## src/rtl/regfile_wb_arbiter_pkg.sv

```systemverilog
// Shared constants and types for the register-file writeback arbiter slice.
package regfile_wb_arbiter_pkg;

    // Architectural data width of the integer register file.
    localparam int ARCH_WIDTH     = 64;

    // Register address width and number of architectural registers.
    localparam int REG_ADDR_WIDTH = 5;
    localparam int NUM_REGS       = 32;

    typedef logic [REG_ADDR_WIDTH-1:0] reg_addr_t;

    // Scoreboard mask that keeps x0 permanently non-busy.
    localparam logic [NUM_REGS-1:0] BUSY_MASK = {{(NUM_REGS-1){1'b1}}, 1'b0};

endpackage

```

## src/rtl/regfile_wb_arbiter_rr_arbiter.sv

```systemverilog
// Generic round-robin arbiter: the most recently granted requester gets the
// lowest priority on the next cycle. The pointer only moves when the owner
// signals that the granted request was actually consumed.
module rr_arbiter #(
    parameter int N = 3
) (
    input  logic         clk,
    input  logic         rst,
    input  logic [N-1:0] req,
    output logic [N-1:0] grant,
    input  logic         advance
);

    localparam int PW = (N > 1) ? $clog2(N) : 1;

    logic [PW-1:0] ptr;
    logic [PW-1:0] grant_idx;
    logic          found;

    // Search from ptr+1 upward (wrapping) and grant the first active request.
    always_comb begin
        grant     = '0;
        grant_idx = ptr;
        found     = 1'b0;
        for (int off = 1; off <= N; off++) begin
            if (!found && req[(int'(ptr) + off) % N]) begin
                grant[(int'(ptr) + off) % N] = 1'b1;
                grant_idx = PW'((int'(ptr) + off) % N);
                found     = 1'b1;
            end
        end
        if (rst) begin
            grant = '0;
        end
    end

    // Remember the last consumed grant; reset makes requester 0 highest priority.
    always_ff @(posedge clk) begin
        if (rst) begin
            ptr <= PW'(N - 1);
        end else if (advance && found) begin
            ptr <= grant_idx;
        end
    end

endmodule

```

## src/rtl/regfile_wb_arbiter.sv

```systemverilog
// Shares the single register-file write port among several writeback sources,
// registers the winning write, and keeps a scoreboard of destination registers
// with writes still in flight so decode can stall RAW/WAW hazards.
module regfile_wb_arbiter
    import regfile_wb_arbiter_pkg::*;
#(
    parameter int N_SRC = 3,
    parameter int DW    = ARCH_WIDTH
) (
    input  logic                          clk,
    input  logic                          rst,
    input  logic [N_SRC-1:0]              wb_valid,
    output logic [N_SRC-1:0]              wb_ready,
    input  logic [REG_ADDR_WIDTH*N_SRC-1:0] wb_rd,
    input  logic [DW*N_SRC-1:0]           wb_data,
    output logic                          rf_we,
    output logic [REG_ADDR_WIDTH-1:0]     rf_rd,
    output logic [DW-1:0]                 rf_data,
    input  logic                          issue_valid,
    input  logic [REG_ADDR_WIDTH-1:0]     issue_rd,
    output logic                          issue_ready,
    input  logic [REG_ADDR_WIDTH-1:0]     rs1,
    input  logic [REG_ADDR_WIDTH-1:0]     rs2,
    output logic                          rs1_busy,
    output logic                          rs2_busy,
    output logic                          wb_err
);

    localparam int AW = REG_ADDR_WIDTH;

    logic [N_SRC-1:0]    transfer;
    logic                xfer_any;
    reg_addr_t           xfer_rd;
    logic [DW-1:0]       xfer_data;
    logic [NUM_REGS-1:0] busy;
    logic [NUM_REGS-1:0] set_mask;
    logic [NUM_REGS-1:0] clr_mask;

    rr_arbiter #(
        .N(N_SRC)
    ) u_arb (
        .clk    (clk),
        .rst    (rst),
        .req    (wb_valid),
        .grant  (wb_ready),
        .advance(xfer_any)
    );

    assign transfer = wb_valid & wb_ready;
    assign xfer_any = |transfer;

    // Select the rd/data of the single accepted source.
    always_comb begin
        xfer_rd   = '0;
        xfer_data = '0;
        for (int i = 0; i < N_SRC; i++) begin
            if (transfer[i]) begin
                xfer_rd   = wb_rd[AW*i +: AW];
                xfer_data = wb_data[DW*i +: DW];
            end
        end
    end

    // Build the scoreboard set/clear vectors; x0 is never tracked.
    always_comb begin
        set_mask = '0;
        clr_mask = '0;
        if (issue_valid && issue_ready && issue_rd != '0) begin
            set_mask[issue_rd] = 1'b1;
        end
        if (xfer_any && xfer_rd != '0) begin
            clr_mask[xfer_rd] = 1'b1;
        end
    end

    assign issue_ready = !rst && (!busy[issue_rd] || issue_rd == '0);
    assign rs1_busy    = busy[rs1];
    assign rs2_busy    = busy[rs2];

    // Registered write stage: one cycle after acceptance the write reaches reg_file.
    always_ff @(posedge clk) begin
        if (rst) begin
            rf_we   <= 1'b0;
            rf_rd   <= '0;
            rf_data <= '0;
        end else begin
            rf_we <= xfer_any && (xfer_rd != '0);
            if (xfer_any) begin
                rf_rd   <= xfer_rd;
                rf_data <= xfer_data;
            end
        end
    end

    // Scoreboard update: a newly issued producer wins over a same-edge clear.
    always_ff @(posedge clk) begin
        if (rst) begin
            busy <= '0;
        end else begin
            busy <= ((busy & ~clr_mask) | set_mask) & BUSY_MASK;
        end
    end

    // Sticky flag for writebacks that nobody was waiting on.
    always_ff @(posedge clk) begin
        if (rst) begin
            wb_err <= 1'b0;
        end else if (xfer_any && xfer_rd != '0 && !busy[xfer_rd]) begin
            wb_err <= 1'b1;
        end
    end

endmodule

```

## config.mk

```make
export PLATFORM = sky130hd
export DESIGN_NAME = regfile_wb_arbiter
export DESIGN_NICKNAME = d
export VERILOG_FILES = /design/src/rtl/regfile_wb_arbiter_pkg.sv /design/src/rtl/regfile_wb_arbiter_rr_arbiter.sv /design/src/rtl/regfile_wb_arbiter.sv
export SDC_FILE = /design/constraint.sdc
export NUM_CORES = 1
export LEC_CHECK = 0
export CAP_MARGIN = 10
export CORE_MARGIN = 2
export CORE_UTILIZATION = 35
export DETAILED_ROUTE_END_ITERATION = 7
export PLACE_DENSITY = 0.73
export SETUP_SLACK_MARGIN = 0.2
export SLEW_MARGIN = 20
export SYNTH_ARGS = -nofsm -noshare
export SYNTH_HDL_FRONTEND = slang
export SYNTH_SLANG_ARGS = --single-unit
```

## constraint.sdc

```tcl
create_clock -name clk -period 7.2 [get_ports clk]
set_clock_uncertainty 0.15 [all_clocks]
set_input_delay 1.08 -clock clk [delete_from_list [all_inputs] [get_ports clk]]
set_output_delay 1.08 -clock clk [all_outputs]
set_load 0.03 [all_outputs]
```

* Word level (Yosys, flattened, before mapping) *
Cells that the tools add are included.

operators by class
  add/sub/neg operators = 3
  multiply operators = 0
  divide/modulo/power cells = 3
  magnitude comparators = 12
  equality and inequality tests = 0
  shift-type cells = 0
  muxes and demuxes = 45
  bitwise gates (word level) = 6
  reductions and logical operators = 25

operators by type and width
  operator                 number
  $mux W64                 3
  $ge A32 B1 Y1 const B    3
  $lt A32 B4 Y1 const B    3
  $mod A32 B3 Y32 const B  3
  $mux W32                 2
  $and A32 B32 Y32         1
  $not A32 Y32             1
  $or A32 B32 Y32          1
  $lt A5 B6 Y1 const B     4
  $bmux W1 S5              4
  $mux W1                  18
  $mux W5                  3
  $logic_and A1 B1 Y1      13
  $mux W3                  4
  $demux W1 S5             2
  $ge A5 B1 Y1 const B     2
  $reduce_bool A5 Y1       2
  $add A2 B2 Y3 const B    2
  $bmux W1 S2              3
  $demux W1 S2             3
  $mux W2                  3
  $or A3 B3 Y3             2
  $logic_not A1 Y1         5
  $logic_not A5 Y1         1
  6 further kinds          6

storage, ports and cells
  flip-flop bits (word level) = 105
  bits in latches = 0
  RAM bits = 0
  ROM bits = 0
  input bits = 228
  memories kept = 0

* Logic depth before layout (Yosys ltp) *
Gate-level depths: netlist of the first run.

  depth after elaboration = 25
  gate-level depth with buffers = 14
  depth with buffers taken out = 11

* Hierarchy *
A second synthesis of the first run with hierarchy kept.

second synthesis, totals
  cell total of the unflattened synthesis = 677
  area total of the unflattened synthesis = 6,123.4 um2

modules (own cells, without submodules)
  module              instances  cells an instance  area each (um2)  seq. area each (um2)
  regfile_wb_arbiter  1          624                5,665.4          2,042.0
  rr_arbiter          1          53                 457.9            40.0

* Worst setup path after synthesis of the first run *
No wires, ideal clock.

  kind = input to output
  from = input issue_rd[0]
  to = output issue_ready
  arrival = 2.935 ns
  data required time = 5.970 ns
  setup slack = 3.035 ns
  cell stages on the path = 5
  buffers on the path = 1
  cell sequence = buf_2 -> mux4_2 -> mux4_2 -> or2_2 -> a21oi_2

on the way
  cells in the longest elaborated chain, start to end = 5

ends and longest elaborated chain
  what                           line                      source
  start, declared                regfile_wb_arbiter.sv:20  input logic [REG_ADDR_WIDTH-1:0] issue_rd,
  $bmux W1 S5                    regfile_wb_arbiter.sv:76  assign issue_ready = !rst && (!busy[issue_rd] || issue_rd == '0);
  $mux W1 (implied by the code)  regfile_wb_arbiter.sv:76
  $logic_not A1 Y1               regfile_wb_arbiter.sv:76
  $logic_or A1 B1 Y1 (*)         regfile_wb_arbiter.sv:76
  $logic_and A1 B1 Y1 (*)        regfile_wb_arbiter.sv:76
  end, declared                  regfile_wb_arbiter.sv:21  output logic issue_ready,

Every way passes the cells marked *; elsewhere a longest branch is shown, timed or not. The select of a mux whose other input is x is not followed.

* Worst setup path in the final report of the first run *
  from = input wb_valid[1]
  to = output wb_ready[1]

on the way
  cells in the longest elaborated chain, start to end = 11

ends and longest elaborated chain
  what                                         line                                 source
  start, declared                              regfile_wb_arbiter.sv:12             input logic [N_SRC-1:0] wb_valid,
  $bmux W1 S2                                  regfile_wb_arbiter_rr_arbiter.sv:26  if (!found && req[(int'(ptr) + off) % N]) begin
  $mux W1 (implied by the code) (2 in series)  regfile_wb_arbiter_rr_arbiter.sv:26
  $mux W1                                      regfile_wb_arbiter_rr_arbiter.sv:26
  $logic_not A1 Y1                             regfile_wb_arbiter_rr_arbiter.sv:26
  $logic_and A1 B1 Y1                          regfile_wb_arbiter_rr_arbiter.sv:26
  $mux W1                                      regfile_wb_arbiter_rr_arbiter.sv:26
  $logic_not A1 Y1                             regfile_wb_arbiter_rr_arbiter.sv:26
  $logic_and A1 B1 Y1                          regfile_wb_arbiter_rr_arbiter.sv:26
  $mux W3 (*)                                  regfile_wb_arbiter_rr_arbiter.sv:26
  $mux W3 (*)                                  regfile_wb_arbiter_rr_arbiter.sv:32  if (rst) begin
  end, declared                                regfile_wb_arbiter.sv:13             output logic [N_SRC-1:0] wb_ready,

Marks and branches as above.

==> reports/metrics.cfg, run 1 <==
[outcome]
status = finished clean

[floorplanning]
fp.dieW_um = 137
initial_core_util = 0.358
die_area_um2 = 18700
fp.dieH_um = 137
ios = 305
rows = 48
design.core.area_um2 = 17200

[placement]
pre_cts_ws_ns = 1.79
hpwl_mm = 19.0
routabilityCongestion = 0.951
port_buffers = 304

[timing]
hold_viol_final = 0
tightest_slew_ns = 1.04
period_needed_ns = 5.43
max_freq_ghz = 0.184
tns_ns = 0
min_period_over_period = 0.754
rsz0062_at_grt = no
slew_viol_final = 0
finalSetupViolations = 0
fin_ws_ns = 1.77
slew_headroom = 0.306

[logic_synthesis]
synth_area_leaders = dfxtp_1 34%, mux4_2 9.9%, nor2_1 9.3%
synth_edf_count = 0
syn_inst = 732
synth_cell_type_count = 60
ys.flop_type = dfxtp_1
ys_ff_latch = 104
avgSynthCellArea_um2 = 8.42
synth-seq-area-share = 0.338
netlist_top_cells_count = 152 x nor2_1, 104 x dfxtp_1, 70 x nor4_1
synth_top_area_frac = 0.338
netlist_area_um2 = 6160
yosys.area.top_type = dfxtp_1
syn_nets = 964
synthArstFlopShare = 0
synth.most_common_cell = nor2_1
yosys_warnings = 0

[clock_network]
worstSkewPairLatency_ns = 0.35
cts.sinks = 104
cts_tree = yes
postCtsSetupRepairBufs = 0
cts-hold-fix-buffers = 0
htreeDepth = 3
clk_path_buf_depth = 2
clk_pin_slew_ns = 0.07
cts.repair.resized = 0
root_buffer = clkbuf_16
cts_buffers = 9

[pwr]
p_comb_frac = 0.574
seqPwrFrac = 0.261
p_clk_frac = 0.165
switching_share = 0.451
switchingPower_w = 0.00131
p_per_area_nw_per_um2 = 304
internal_power_w = 0.00160
peakVddDrop_mv = 0.219
p_leak_nw = 3.37

[global_route]
grt_pass1_vias = 6853
grt_overflow = 0
antenna_found_initial = 2
grt_pass1_wl_mm = 38.7
track_usage = 0.274
grt_max_degree = 67

[run]
maxCapViolCount = 0

[setup_path]
crit_fanout = 30
cp.arrival_ns = 4.20
critical-path-top-delay-family = buffers and inverters
r2r_cells = 12
r2r_end = wb_err
slowest_delay_ns = 0.89
cp_cell_sequence = clkdlybuf4s50_1 -> nor2b_1 -> or4_4 -> a31oi_4 -> clkdlybuf4s50_1
crit_type = input pin to output port
cp-end-kind = output port
critPathSlowestCell = clkdlybuf4s50_1
crit_required_ns = 5.97
r2r-start = u_arb.ptr[0]
cp.buffers_inverters = 2
r2r_setup_slack_ns = 2.77
cpMostUsedCell = clkdlybuf4s50_1
setup.worst_path.start_class = input pin

[detailed_routing]
drc = 0
vias = 7042
ant_nets = 0
first_iter_violations = 598
wl_per_cell_um = 21.1
via_per_inst = 5.76
drt-pass1-iter-count = 5
postRouteWirelength_mm = 25.8

[min_path]
whs_path_depth = 2
min_from = wb_err
min_path_type = flip-flop to flip-flop
hold_path_end = wb_err

[final_layout]
syn_to_final_growth_pct = 55.1
nets = 1222
drive_gt1_frac = 0.0815

-- state kept, by name, summed over array words and instances, names as in the netlist --
register and flops:
rf_data 64, busy 31, rf_rd 5, u_arb.ptr 2
rf_we 1, wb_err 1
-- worst min-delay path: cells and delay by family, from the launching register on --
| kind | cells | cell delay [ns] |
|---|---|---|
| AOI/OAI and AO/OA | 1 | 0.06 |
| buffers and inverters | 1 | 0.06 |
| DFF | 1 | 0.32 |
-- cells in the final DEF (no fill, tap or decap), drive strengths merged, types with 7 or more instances in the layout --
cell type | netlist | final
a21oi | 40 | 40
a221oi | 65 | 65
buf | 9 | 7
clkbuf | 54 | 9
clkdlybuf4s50 | 0 | 303
dfxtp | 104 | 104
inv | 13 | 17
mux2 | 13 | 13
mux2i | 11 | 11
mux4 | 27 | 27
nand2 | 50 | 50
nand3 | 8 | 8
nor2 | 152 | 152
nor2b | 8 | 8
nor4 | 72 | 72
o21ai | 38 | 38
-- area by class of cell --
type,count,area (µm²)
inverter,13,48.8
tap,225,282
sequential,104,2080
antenna,3,7.51
timing repair buffer,310,3090
clock buffer,9,225
clock inverter,6,51.3
multi-input combinational,552,3780
fill,1577,7670
-- per-stage QoR --
step	std cells	power (W)	util	hold WS, ns	cell area (µm²)
after floorplan	732	0.00183	-	0.330	6160
after global placement	1204	0.00242	0.538	0.315	9280
after detailed placement	1204	0.00244	0.538	0.326	9280
after CTS	1219	0.00292	0.554	0.337	9560
after global routing	1221	0.00309	0.555	0.360	9560
final	1222	0.00291	0.555	0.333	9560
-- cell families (layout without fill, tap and decap cells) --
family	Yosys count	in the layout	synth area share
AO/OA/AOI/OAI	184	184	0.220
other	0	3	0
flip-flops	104	104	0.338
AND/OR/NAND/NOR	313	313	0.242
buffers and inverters	76	338	0.0516
adder cells (fa/ha/maj)	4	4	0.00812
multiplexers	51	51	0.141
-- routing by layer --
metal / track usage / up-vias / part of all wire
li1: - / 3301 / -
met3: 0.0967 / 67 / 0.089
met1: 0.320 / 3345 / 0.37
met5: 0 / - / 0
met4: 0.125 / 0 / 0.041
met2: 0.449 / 329 / 0.50
-- power groups by stage --
| stage | combinational, W | sequential, W | clock (W) |
|---|---|---|---|
| CTS | 0.00167 | 0.000761 | 0.000494 |
| global placement | 0.00165 | 0.000768 | 0 |
| floorplan | 0.000843 | 0.000984 | 0 |
| detailed placement | 0.00166 | 0.000773 | 0 |
| finish | 0.00167 | 0.000760 | 0.000480 |
| global route | 0.00180 | 0.000775 | 0.000513 |
-- how the worst max path moves through the flow --
stage / slack (ns) / startpoint / endpoint / cells after the start
2_1_floorplan: 3.04 / issue_rd[0] / issue_ready / 5
3_3_place_gp: 1.80 / wb_valid[1] / wb_ready[1] / 5
3_5_place_dp: 1.79 / issue_rd[0] / issue_ready / 7
4_1_cts: 1.78 / issue_rd[0] / issue_ready / 7
5_1_grt: 1.62 / issue_rd[0] / issue_ready / 7
6_report: 1.77 / wb_valid[1] / wb_ready[1] / 5
Power figures use the tool's default switching activity.
==> run 2: changes to the inputs <==
- PLACE_DENSITY: 0.73 -> 0.76
- clock period: 7.2 -> 4.85 ns (I/O delays scaled with it)
==> run 2 against run 1 <==
Against the previous run:
- flip-flop and latch count stayed put
- cell count is 0.33% higher
- first-iteration DRC count is 18% lower
- global-route usage is 1.0 points lower
- critical path depth stayed put
- clock power is 75% higher
- clock-buffer cell count is 1 higher
- routed wire length is 2.9% lower
- utilization is 0.62 points higher
- critical endpoint is now rs1_busy
- largest power group unchanged
==> reports/metrics.cfg, run 2 (synthesized netlist as in run 1, its figures left out) <==
[setup_path]
r2r-start = u_arb.ptr[0]
crit_required_ns = 3.97  ; -2.00 ns
r2r_setup_slack_ns = 1.06  ; -1.71 ns
crit_type = input pin to output port
critPathSlowestCell = clkdlybuf4s50_1
cp-end-kind = output port
slowest_delay_ns = 0.80  ; -0.09 ns
crit_fanout = 9  ; -70%
r2r_end = wb_err
cp.arrival_ns = 3.44  ; -0.76 ns
setup.worst_path.start_class = input pin
cp_cell_sequence = clkdlybuf4s50_1 -> mux4_2 -> mux4_2 -> mux2_2 -> clkdlybuf4s50_1
r2r_cells = 11  ; -1

[global_route]
antenna_found_initial = 1  ; -1
grt_overflow = 0  ; unchanged
grt_pass1_vias = 6727  ; -1.8%
grt_pass1_wl_mm = 37.7  ; -2.8%
grt_max_degree = 67  ; unchanged
track_usage = 0.263  ; -0.0102

[final_layout]
fillCellCount = 1574  ; -0.19%
regMostFlops = rf_data
drive_gt1_frac = 0.0860  ; +0.00451
layout.area.seq_um2 = 2080  ; unchanged
largest_reg_flops = 64  ; unchanged
nets = 1227  ; +0.41%
final_common_cell = clkdlybuf4s50_1
multi_input_area_um2 = 3780  ; unchanged
largestRegisters = rf_data: 64 flops, busy: 31 flops, rf_rd: 5 flops
syn_to_final_growth_pct = 56.9
mostFrequentLayoutCells = 302 x clkdlybuf4s50_1, 150 x nor2_1, 104 x dfxtp_1
final_area_um2 = 9670  ; +1.1%

[detailed_routing]
ant_nets = 0  ; unchanged
postRouteWirelength_mm = 25.1  ; -2.9%
drc = 0  ; unchanged
first_iter_violations = 492  ; -18%
vias = 7100  ; +0.82%
drt-pass1-iter-count = 5  ; unchanged
wl_per_cell_um = 20.5  ; -3.2%
via_per_inst = 5.79  ; +0.49%

[timing]
period_needed_ns = 4.32
rsz0062_at_grt = no
finalSetupViolations = 0  ; unchanged
slew_viol_final = 0  ; unchanged
slew_headroom = 0.482  ; +0.176
tightest_slew_ns = 0.777  ; -0.261 ns
max_freq_ghz = 0.232
hold_viol_final = 0  ; unchanged
min_period_over_period = 0.890
tns_ns = 0  ; unchanged

[clock_network]
cts_tree = yes
worstSkewPairLatency_ns = 0.35  ; about the same
clk_path_buf_depth = 2  ; unchanged
clk_pin_slew_ns = 0.07  ; about the same
cts-hold-fix-buffers = 0  ; unchanged
cts_buffers = 9  ; unchanged
cts.sinks = 104  ; unchanged
postCtsSetupRepairBufs = 0  ; unchanged
htreeDepth = 3  ; unchanged
root_buffer = clkbuf_16

[floorplanning]
rows = 48  ; unchanged
design.core.area_um2 = 17200  ; unchanged
initial_core_util = 0.358  ; unchanged
ios = 305  ; unchanged
fp.dieH_um = 137  ; unchanged
fp.dieW_um = 137  ; unchanged
die_area_um2 = 18700  ; unchanged

[min_path]
hold_path_end = rf_rd[0]
min_path_type = flip-flop to flip-flop
whs_path_depth = 2  ; unchanged
min_from = rf_rd[0]

[pwr]
total_power_w = 0.00447  ; +54%
p_leak_nw = 3.43  ; +1.8%
p_per_area_nw_per_um2 = 462  ; +52%
peakVddDrop_mv = 0.312  ; +42%

[run]
maxCapViolCount = 0  ; unchanged

[placement]
routabilityCongestion = 0.938  ; -1.3%
port_buffers = 304  ; unchanged
hpwl_mm = 18.2  ; -3.9%
postPlaceCellArea_um2 = 9330  ; +0.54%

[outcome]
status = finished clean

run 2: cell count changes in the layout (fill, tap and decap cells not counted):
cell	delta
inv_8	-1
clkbuf_1	+1
clkinv_2	+1
dlymetal6s2s_1	+1
clkinv_4	-1
bufinv_16	+3
buf_12	+1
clkdlybuf4s50_1	-1
buf_4	+4
diode_2	-2
inv_6	-3
clkinvlp_4	+1
run 2: routing by layer:
metal | GRT usage | up-vias | routed length, µm
met1 | 0.310 | 3364 | 9260
met3 | 0.0874 | 71 | 2580
met2 | 0.431 | 366 | 12200
met4 | 0.128 | 0 | 1050
li1 | - | 3299 | -
met5 | 0 | - | 0
run 2: worst max-delay path by stage:
stage / start / end / slack (ns) / cells past startpoint
2_1_floorplan: issue_rd[0] / issue_ready / 1.39 / 5
3_3_place_gp: issue_rd[0] / issue_ready / 0.37 / 7
3_5_place_dp: issue_rd[0] / issue_ready / 0.33 / 8
4_1_cts: issue_rd[0] / issue_ready / 0.33 / 8
5_1_grt: rs1[0] / rs1_busy / 0.41 / 5
6_report: rs1[0] / rs1_busy / 0.53 / 5
run 2: what timing repair did:
item | CTS | global route
resized for setup | 0 | 1
hold endpoints to repair | 0 | 0
setup endpoints to repair | 0 | 1
run 2: worst max-delay path: cells and delay by family:
family,cells,cell delay (ns)
mux,3,1.32
buf+inv,2,1.39
run 2: power breakdown:
part	internal, W	switching (W)	leakage [nW]
sequential	0.00104	0.0000958	0.851
clock	0.000503	0.000337	0.162
combinational	0.000999	0.00150	2.42
total	0.00254	0.00193	3.43
run 2: area by class of cell:
| cell class | count | share of cell area |
|---|---|---|
| Multi-Input combinational cell | 552 | 0.391 |
| Timing Repair Buffer | 315 | 0.324 |
| Sequential cell | 104 | 0.215 |
| Tap cell | 225 | 0.0291 |
| Clock buffer | 10 | 0.0237 |
| Clock inverter | 6 | 0.0111 |
| Inverter | 13 | 0.00505 |
| Antenna cell | 1 | 0.000259 |
run 2: per-stage QoR:
stage	utilization	setup slack, ns	std cells	hold WS, ns
global placement	0.541	0.371	1209	0.325
floorplan	-	1.39	732	0.330
detailed placement	0.541	0.326	1209	0.332
CTS	0.561	0.328	1225	0.347
global route	0.561	0.414	1226	0.367
finish	0.561	0.532	1226	0.343
